==> src/rtl/mem_port_arbiter.sv <==
// mem_port_arbiter: shares the DMem write port between the CPU and the UART
// programmer. In RUN the CPU owns the port. A rising edge on start_pg stalls
// the CPU and hands the port to the programmer through a one-word buffer.
// upg_done flushes that buffer and restarts the CPU at PC 0.
module mem_port_arbiter #(
    parameter int ADDR_W = 14,
    parameter int CNT_W  = 16
) (
    input  logic              clk,
    input  logic              rstn,
    input  logic              start_pg,
    input  logic              upg_wen,
    input  logic [ADDR_W-1:0] upg_adr,
    input  logic [31:0]       upg_dat,
    input  logic              upg_done,
    input  logic              cpu_mem_write,
    input  logic [ADDR_W-1:0] cpu_addr,
    input  logic [31:0]       cpu_wdata,
    output logic              mem_we,
    output logic [ADDR_W-1:0] mem_addr,
    output logic [31:0]       mem_wdata,
    output logic              cpu_stall,
    output logic              cpu_rst_req,
    output logic              upg_rst,
    output logic [1:0]        mode,
    output logic [CNT_W-1:0]  wr_count
);

    // The encoding is visible on the mode port, so keep these values fixed.
    typedef enum logic [1:0] {
        RUN   = 2'b00,
        DRAIN = 2'b01,
        PROG  = 2'b10,
        FLUSH = 2'b11
    } state_t;

    state_t              state;
    state_t              state_next;

    logic                start_prev;
    logic                start_armed;
    logic                start_rise;

    logic                buf_valid;
    logic [ADDR_W-1:0]   buf_addr;
    logic [31:0]         buf_data;
    logic                commit;

    logic                mem_we_raw;

    // start_armed stays clear after reset until start_pg has been sampled low.
    // A button held down through reset release therefore cannot start a session.
    assign start_rise = start_pg & ~start_prev & start_armed;

    // A word leaves the buffer in any cycle where the programmer owns the port
    // and the buffer holds data.
    assign commit = buf_valid & ((state == PROG) | (state == FLUSH));

    // Keep a one-cycle history of start_pg for edge detection.
    always_ff @(posedge clk or negedge rstn) begin
        if (!rstn) begin
            start_prev  <= 1'b0;
            start_armed <= 1'b0;
        end else begin
            start_prev  <= start_pg;
            start_armed <= start_armed | ~start_pg;
        end
    end

    // State register.
    always_ff @(posedge clk or negedge rstn) begin
        if (!rstn) begin
            state <= RUN;
        end else begin
            state <= state_next;
        end
    end

    // Next-state logic. DRAIN and FLUSH each last exactly one cycle.
    always_comb begin
        state_next = state;
        case (state)
            RUN: begin
                if (start_rise) begin
                    state_next = DRAIN;
                end
            end
            DRAIN: begin
                state_next = PROG;
            end
            PROG: begin
                if (upg_done) begin
                    state_next = FLUSH;
                end
            end
            FLUSH: begin
                state_next = RUN;
            end
            default: begin
                state_next = RUN;
            end
        endcase
    end

    // One-word write buffer for the programmer. It is loaded only in PROG.
    // Each buffered word is written in the cycle after it is loaded, so the
    // valid flag simply follows upg_wen. A word that arrives together with
    // upg_done is still loaded, and FLUSH writes it.
    always_ff @(posedge clk or negedge rstn) begin
        if (!rstn) begin
            buf_valid <= 1'b0;
            buf_addr  <= '0;
            buf_data  <= '0;
        end else begin
            if ((state == PROG) && upg_wen) begin
                buf_valid <= 1'b1;
                buf_addr  <= upg_adr;
                buf_data  <= upg_dat;
            end else begin
                buf_valid <= 1'b0;
            end
        end
    end

    // Count the words written in this session. The count clears on the way
    // into PROG, saturates at its maximum, and holds its value in RUN so it
    // can be read back after the session ends.
    always_ff @(posedge clk or negedge rstn) begin
        if (!rstn) begin
            wr_count <= '0;
        end else if (state == DRAIN) begin
            wr_count <= '0;
        end else if (commit && (wr_count != {CNT_W{1'b1}})) begin
            wr_count <= wr_count + CNT_W'(1);
        end
    end

    // Output decode. The CPU drives the DMem port only in RUN. In every other
    // state the port shows the buffer, and the write enable is set only when
    // a buffered word is actually being written.
    always_comb begin
        mem_we_raw  = 1'b0;
        mem_addr    = buf_addr;
        mem_wdata   = buf_data;
        cpu_stall   = 1'b1;
        cpu_rst_req = 1'b0;
        upg_rst     = 1'b1;
        case (state)
            RUN: begin
                mem_we_raw = cpu_mem_write;
                mem_addr   = cpu_addr;
                mem_wdata  = cpu_wdata;
                cpu_stall  = 1'b0;
            end
            DRAIN: begin
                mem_we_raw = 1'b0;
            end
            PROG: begin
                mem_we_raw = buf_valid;
                upg_rst    = 1'b0;
            end
            FLUSH: begin
                mem_we_raw  = buf_valid;
                cpu_rst_req = 1'b1;
            end
            default: begin
                mem_we_raw = 1'b0;
            end
        endcase
    end

    // Gate the write enable with reset. Otherwise the RUN passthrough would
    // let a CPU store reach DMem while the system is still held in reset.
    assign mem_we = mem_we_raw & rstn;
    assign mode   = state;

endmodule

==> config.mk <==
export PLATFORM = sky130hd
export DESIGN_NAME = mem_port_arbiter
export DESIGN_NICKNAME = d
export VERILOG_FILES = /design/src/rtl/mem_port_arbiter.sv
export SDC_FILE = /design/constraint.sdc
export NUM_CORES = 1
export LEC_CHECK = 0
export CAP_MARGIN = 10
export CORE_ASPECT_RATIO = 0.6
export CORE_MARGIN = 8
export CORE_UTILIZATION = 30
export CTS_BUF_LIST = sky130_fd_sc_hd__clkbuf_4 sky130_fd_sc_hd__clkbuf_8
export DETAILED_ROUTE_END_ITERATION = 10
export GPL_TIMING_DRIVEN = 0
export HOLD_SLACK_MARGIN = 0.02
export PLACE_DENSITY = 0.64
export REMOVE_ABC_BUFFERS = 1
export SETUP_SLACK_MARGIN = 0.15
export SLEW_MARGIN = 20
export SYNTH_ARGS = -nofsm -noshare
export SYNTH_HDL_FRONTEND = slang
export SYNTH_SLANG_ARGS = --single-unit
==> constraint.sdc <==
create_clock -name clk -period 1.8 [get_ports clk]
set_input_delay 0.36 -clock clk [delete_from_list [all_inputs] [get_ports clk]]
set_output_delay 0.36 -clock clk [all_outputs]
set_load 0.05 [all_outputs]
== Word-level counts from Yosys, hierarchy flattened ==
Index checks and enable logic that the tools add are counted.

* Bits in registers: 67
* Input port bits: 98
* Output and inout bits: 68
* Word-level logic and storage cells: 40

* Add/subtract/negate cells: 1
* Eq/ne operators: 6
* Mux-type cells: 12
* Bitwise gates (word level): 8
* Reductions and logical operators: 6

{| class="wikitable"
|+ Operators with widths
! operator !! count
|-
| 16-bit two-way mux || 2
|-
| 32-bit two-way mux || 1
|-
| 16-bit by 1-bit adder with 16-bit output (second input constant) || 1
|-
| 16-bit inequality test (second input constant) || 1
|-
| 14-bit two-way mux || 1
|-
| 2-bit one-hot mux with 4 select lines || 1
|-
| 1-bit AND || 4
|-
| 2-bit == test (second input constant) || 2
|-
| 1-bit two-way mux || 4
|-
| 2-bit two-way mux || 2
|-
| 2-bit inequality test (second input constant) || 2
|-
| 1-bit one-hot mux with 3 select lines || 1
|-
| 2-bit by 1-bit == test with 1-bit output (second input constant) || 1
|-
| 1-bit logical AND || 2
|-
| 2-bit zero test || 1
|-
| 1-bit inverter || 2
|-
| 1-bit OR || 2
|-
| 2-bit AND reduction || 1
|-
| 2-bit nonzero test || 1
|-
| 2-bit OR reduction || 1
|}

== Depth between registers and ports, before layout ==
* Word-level depth: 6
* Mapped depth: 7

== Worst setup path before layout ==
OpenSTA, ideal clock, no wires.

* Path kind: register to output
* From: register state[0] (netlist: mode[0])
* To: output port mem_we
* Arrival time: 2.245 ns
* Required time: 1.440 ns
* Slack: -0.805 ns
* Cell stages (with the launch flop): 6
* Buffers on the path: 1
* Path through: dfrtp_1 ha_1 o21ai_1 buf_2 o21ai_0 and2_1

* Word-level cells in the longest chain between the ends: 4

{| class="wikitable"
|+ RTL lines
! item !! RTL line !! source
|-
| start: declaration || 37 || <nowiki>state_t state;</nowiki>
|-
| start signal: assignment || 75 || <nowiki>state <= state_next;</nowiki>
|-
| 2-bit == test || 148 || <nowiki>case (state)</nowiki>
|-
| 2-bit OR reduction (no source line) || - ||
|-
| 1-bit one-hot mux with 3 select lines (*) || 148 ||
|-
| 1-bit AND (*) || 174 || <nowiki>assign mem_we = mem_we_raw & rstn;</nowiki>
|-
| end: declaration || 19 || <nowiki>output logic mem_we,</nowiki>
|}

Every way passes the cells marked *; elsewhere a longest branch is shown, timed or not.

== Worst setup path after layout ==
* From: register state[1] (netlist: mode[1])
* To: output port mem_wdata[9]

* Word-level cells in the longest chain between the ends: 2

{| class="wikitable"
|+ RTL lines
! item !! RTL line !! source
|-
| 2-bit zero test || 148 ||
|-
| 32-bit two-way mux || 148 ||
|-
| end: declaration || 21 || <nowiki>output logic [31:0] mem_wdata,</nowiki>
|}

No other way between the ends.

==> parameters.txt <==
Parameter                              Value

CTS
  TritonCTS clock tree    done
  Clock latency on the worst-skew pair    340 ps
  Cell at the root of the clock tree    clkbuf_8
  CTS H-Tree Depth    3
  Clock buffer count from CTS    9
  Worst-path clk slew    80 ps
  Sinks on Clock Net    67
  Maximum buffer depth of the clock tree    2

Finish
  Most frequent cells in the layout    clkdlybuf4s50_1 (96), dfrtp_1 (67), mux2_2 (52)
  Area overhead of the layout relative to synthesis    83.60%
  Total non-filler cell area in the finished layout    0.006287 sq mm
  Multi-input gate area    ~0.0019 sq mm
  Sequential cell area    about 0.0017 sq mm
  Utilization of the core after routing    56.02%
  Share of layout cells above drive strength 1    48.41%
  Number of antenna cells inserted    0
  Post-layout nets    572
  Commonest non-fill, non-tap cell in the layout    clkdlybuf4s50_1
  Filler cell count in the final layout    roughly 940

Yosys
  Top cells by area in the synthesized netlist    dfrtp_1 (49%), mux2_2 (30%), a21oi_1 (2.0%)
  Count of yosys warnings during synthesis    0
  Number of flops mapped to enable cells by yosys    0
  Total standard cell area after synthesis    between 0.003 and 0.004 sq mm
  Synth Area per Inst    roughly 13 sq um
  Sequential cell area fraction in the yosys report    roughly 49%
  Count of mapped cells out of synthesis    271
  Dominant register cell in the synthesized netlist    dfrtp_1
  Flop and latch count out of synthesis    67
  Library cell with the largest summed area after synthesis    dfrtp_1
  Count of different cell masters after synthesis    37
  Synth async-reset ratio    100.0%
  Share of the synthesized area in the top cell type    48.96%

Global routing
  Wire length of the first global-routing pass    between 15,000 and 20,000 um
  Largest net degree at the start of global routing    48
  All-layer global routing usage    16.11%
  Initial antenna violation count    1
  Vias in the first global route    3,285
  Remaining Overflow, GRT    0

STA
  Count of pins over their slew limit    0
  Actual transition at the worst max-transition pin    405.9 ps
  Relative slew slack    72.94%
  Fin crit share    120.5%
  Maximum clock frequency    460.9 MHz
  Crit path time final    2170 ps
  Final worst setup slack    -369.8 ps
  WHS    476.1 ps
  Setup repair after global routing missed its margin    true
  Max Clock Skew    11.05 ps
  Setup violators final    57
  Final count of hold timing violations    0

Floorplan
  Core ar.    roughly 0.011 sq mm
  Die height    98.76 um
  Die outline width    roughly 150 um
  Std-Cell Rows    30
  Total Die Area    0.01520 sq mm
  Initial core utilization    30.51%
  I/O pin count    166

Setup path
  Required time of the worst setup path    1440 ps
  Worst reg2reg startpoint    mode[1]$_DFFE_PN0P_
  CP max FO    7
  Register-to-register setup slack    -100 ps
  Worst Setup Path Type    flop to primary output
  R2R Path End    wr_count[9]$_DFFE_PN0P_
  Type of element capturing the critical path    primary output
  Arrival time of the worst setup path    1810 ps
  Depth of the worst register-to-register path    6
  Element type at the critical path start    flop

Drt
  Overall routed net length    between 10,000 and 15,000 um
  Average detailed-routed wire length per instance    20.50 um
  Length of the first detailed-routing pass in iterations    4
  Antenna-violating nets left    0
  Post-route DRC    0
  Via-per-instance ratio    4.942
  Vias post-DR    between 3,000 and 4,000
  Initial drt markers    117

Power
  Reported net switching power    5.644 mW
  Clock network power share    9.5%
  Internal power consumption    7.171 mW
  Switching Share    44.04%
  Total power    12.81 mW
  Leakage Power    2.723 nW
  Pwr per Cell Area    2038 mW/mm^2
  Sequential Power Share    about a fifth
  Worst IR Drop VDD    1509 uV
  Share of power burned in combinational logic    71.7%

Min path
  Hold Path Depth    1
  Kind of path behind the tightest hold check    flop to flop
  HP Start    start_armed$_DFF_PN0_
  Hold worst-path end    start_armed$_DFF_PN0_

Place
  Placed Area    0.005210 sq mm
  Total of buffers placed on input and output ports    165
  Placement Setup Slack    -1440 ps
  Global placer's final weighted congestion    0.7903
  HPWL Detailed    roughly 7700 um

Run status
  Run status    complete, but fails checks
  Violations in the final reports    negative setup slack

Job
  Maxcap violations    0
[synthesized netlist by cell type, types with 4 or more instances]
cell,n
a21oi_1,14
buf_1,5
buf_2,4
clkbuf_1,5
dfrtp_1,67
ha_1,5
inv_1,7
mux2_2,92
nand2_1,10
nand4_1,4
o21ai_0,4
o31ai_1,9
or4_1,9
[power by group through the flow]
stage,combinational [mW],sequential (mW),clock (mW)
4_1_cts,8.41,2.40,1.26
2_1_floorplan,4.54,2.40,0
3_5_place_dp,6.66,2.41,0
3_3_place_gp,6.47,2.40,0
5_1_grt,9.56,2.48,1.32
6_report,9.19,2.41,1.22
[how the worst max path moves through the flow]
stage	cells after the start	to	start
after floorplan	5	mem_we	mode[0]$_DFFE_PN0P_
after global placement	3	mem_we	rstn
final	6	mem_wdata[9]	mode[1]$_DFFE_PN0P_
after global routing	6	mem_wdata[6]	mode[1]$_DFFE_PN0P_
after CTS	6	mem_addr[0]	mode[1]$_DFFE_PN0P_
after detailed placement	6	mem_we	mode[0]$_DFFE_PN0P_
[routing by layer]
layer / part of all wire (%) / GRT usage, % / up-vias
met5: 0 / 0 / -
met4: 0.70 / 3.371 / 0
met3: 8.2 / 6.204 / 9
met2: 46 / 25.59 / 114
met1: 45 / 20.47 / 1518
li1: - / - / 1408
[area by class of cell]
class / count / share of cell area, %
clock buffers: 10 / 2.090
clock inverters: 5 / 0.8756
inverters: 7 / 0.4577
multi-input cells: 182 / 30.21
flip-flops and latches: 67 / 26.67
well taps: 144 / 2.866
repair buffers: 202 / 36.84
[logic make-up (layout without fill, tap and decap cells)]
family	count (synthesis)	count (layout)	synth area share [%]
AOI/OAI and AO/OA	38	38	6.942
adders and majority gates	5	5	1.827
buffers and inverters	23	224	3.215
DFF	67	67	48.96
muxes	92	92	30.25
and+or+nand+nor	46	47	8.805
[registers in the layout (all words and copies together) (netlist names)]
signal	flops
buf_addr	14
buf_data	32
buf_valid	1
mode	2
start_armed	1
start_prev	1
wr_count	16
[worst max-delay path, stage by stage (launching register included)]
cell	delay (ps)
dfrtp_1	400
inv_2	90
ha_4	200
buf_4	140
clkbuf_16	150
mux2_2	340
buf_6	150
[what timing repair did]
action                     4_1_cts  5_1_grt
cloned                           4        2
hold buffers                     2        0
hold endpoints to repair        32        0
pin swaps                        5        0
buffers inserted                15       14
setup endpoints to repair      132      114
gates resized for setup        474       43
[metrics by stage]
step                      TNS [ps]  instances
final                       -16610        617
after global routing        -20740        617
after CTS                   -18650        601
after detailed placement    -55020        565
after global placement     -294370        564
after floorplan             -97460        255
Power figures use the tool's default switching activity.
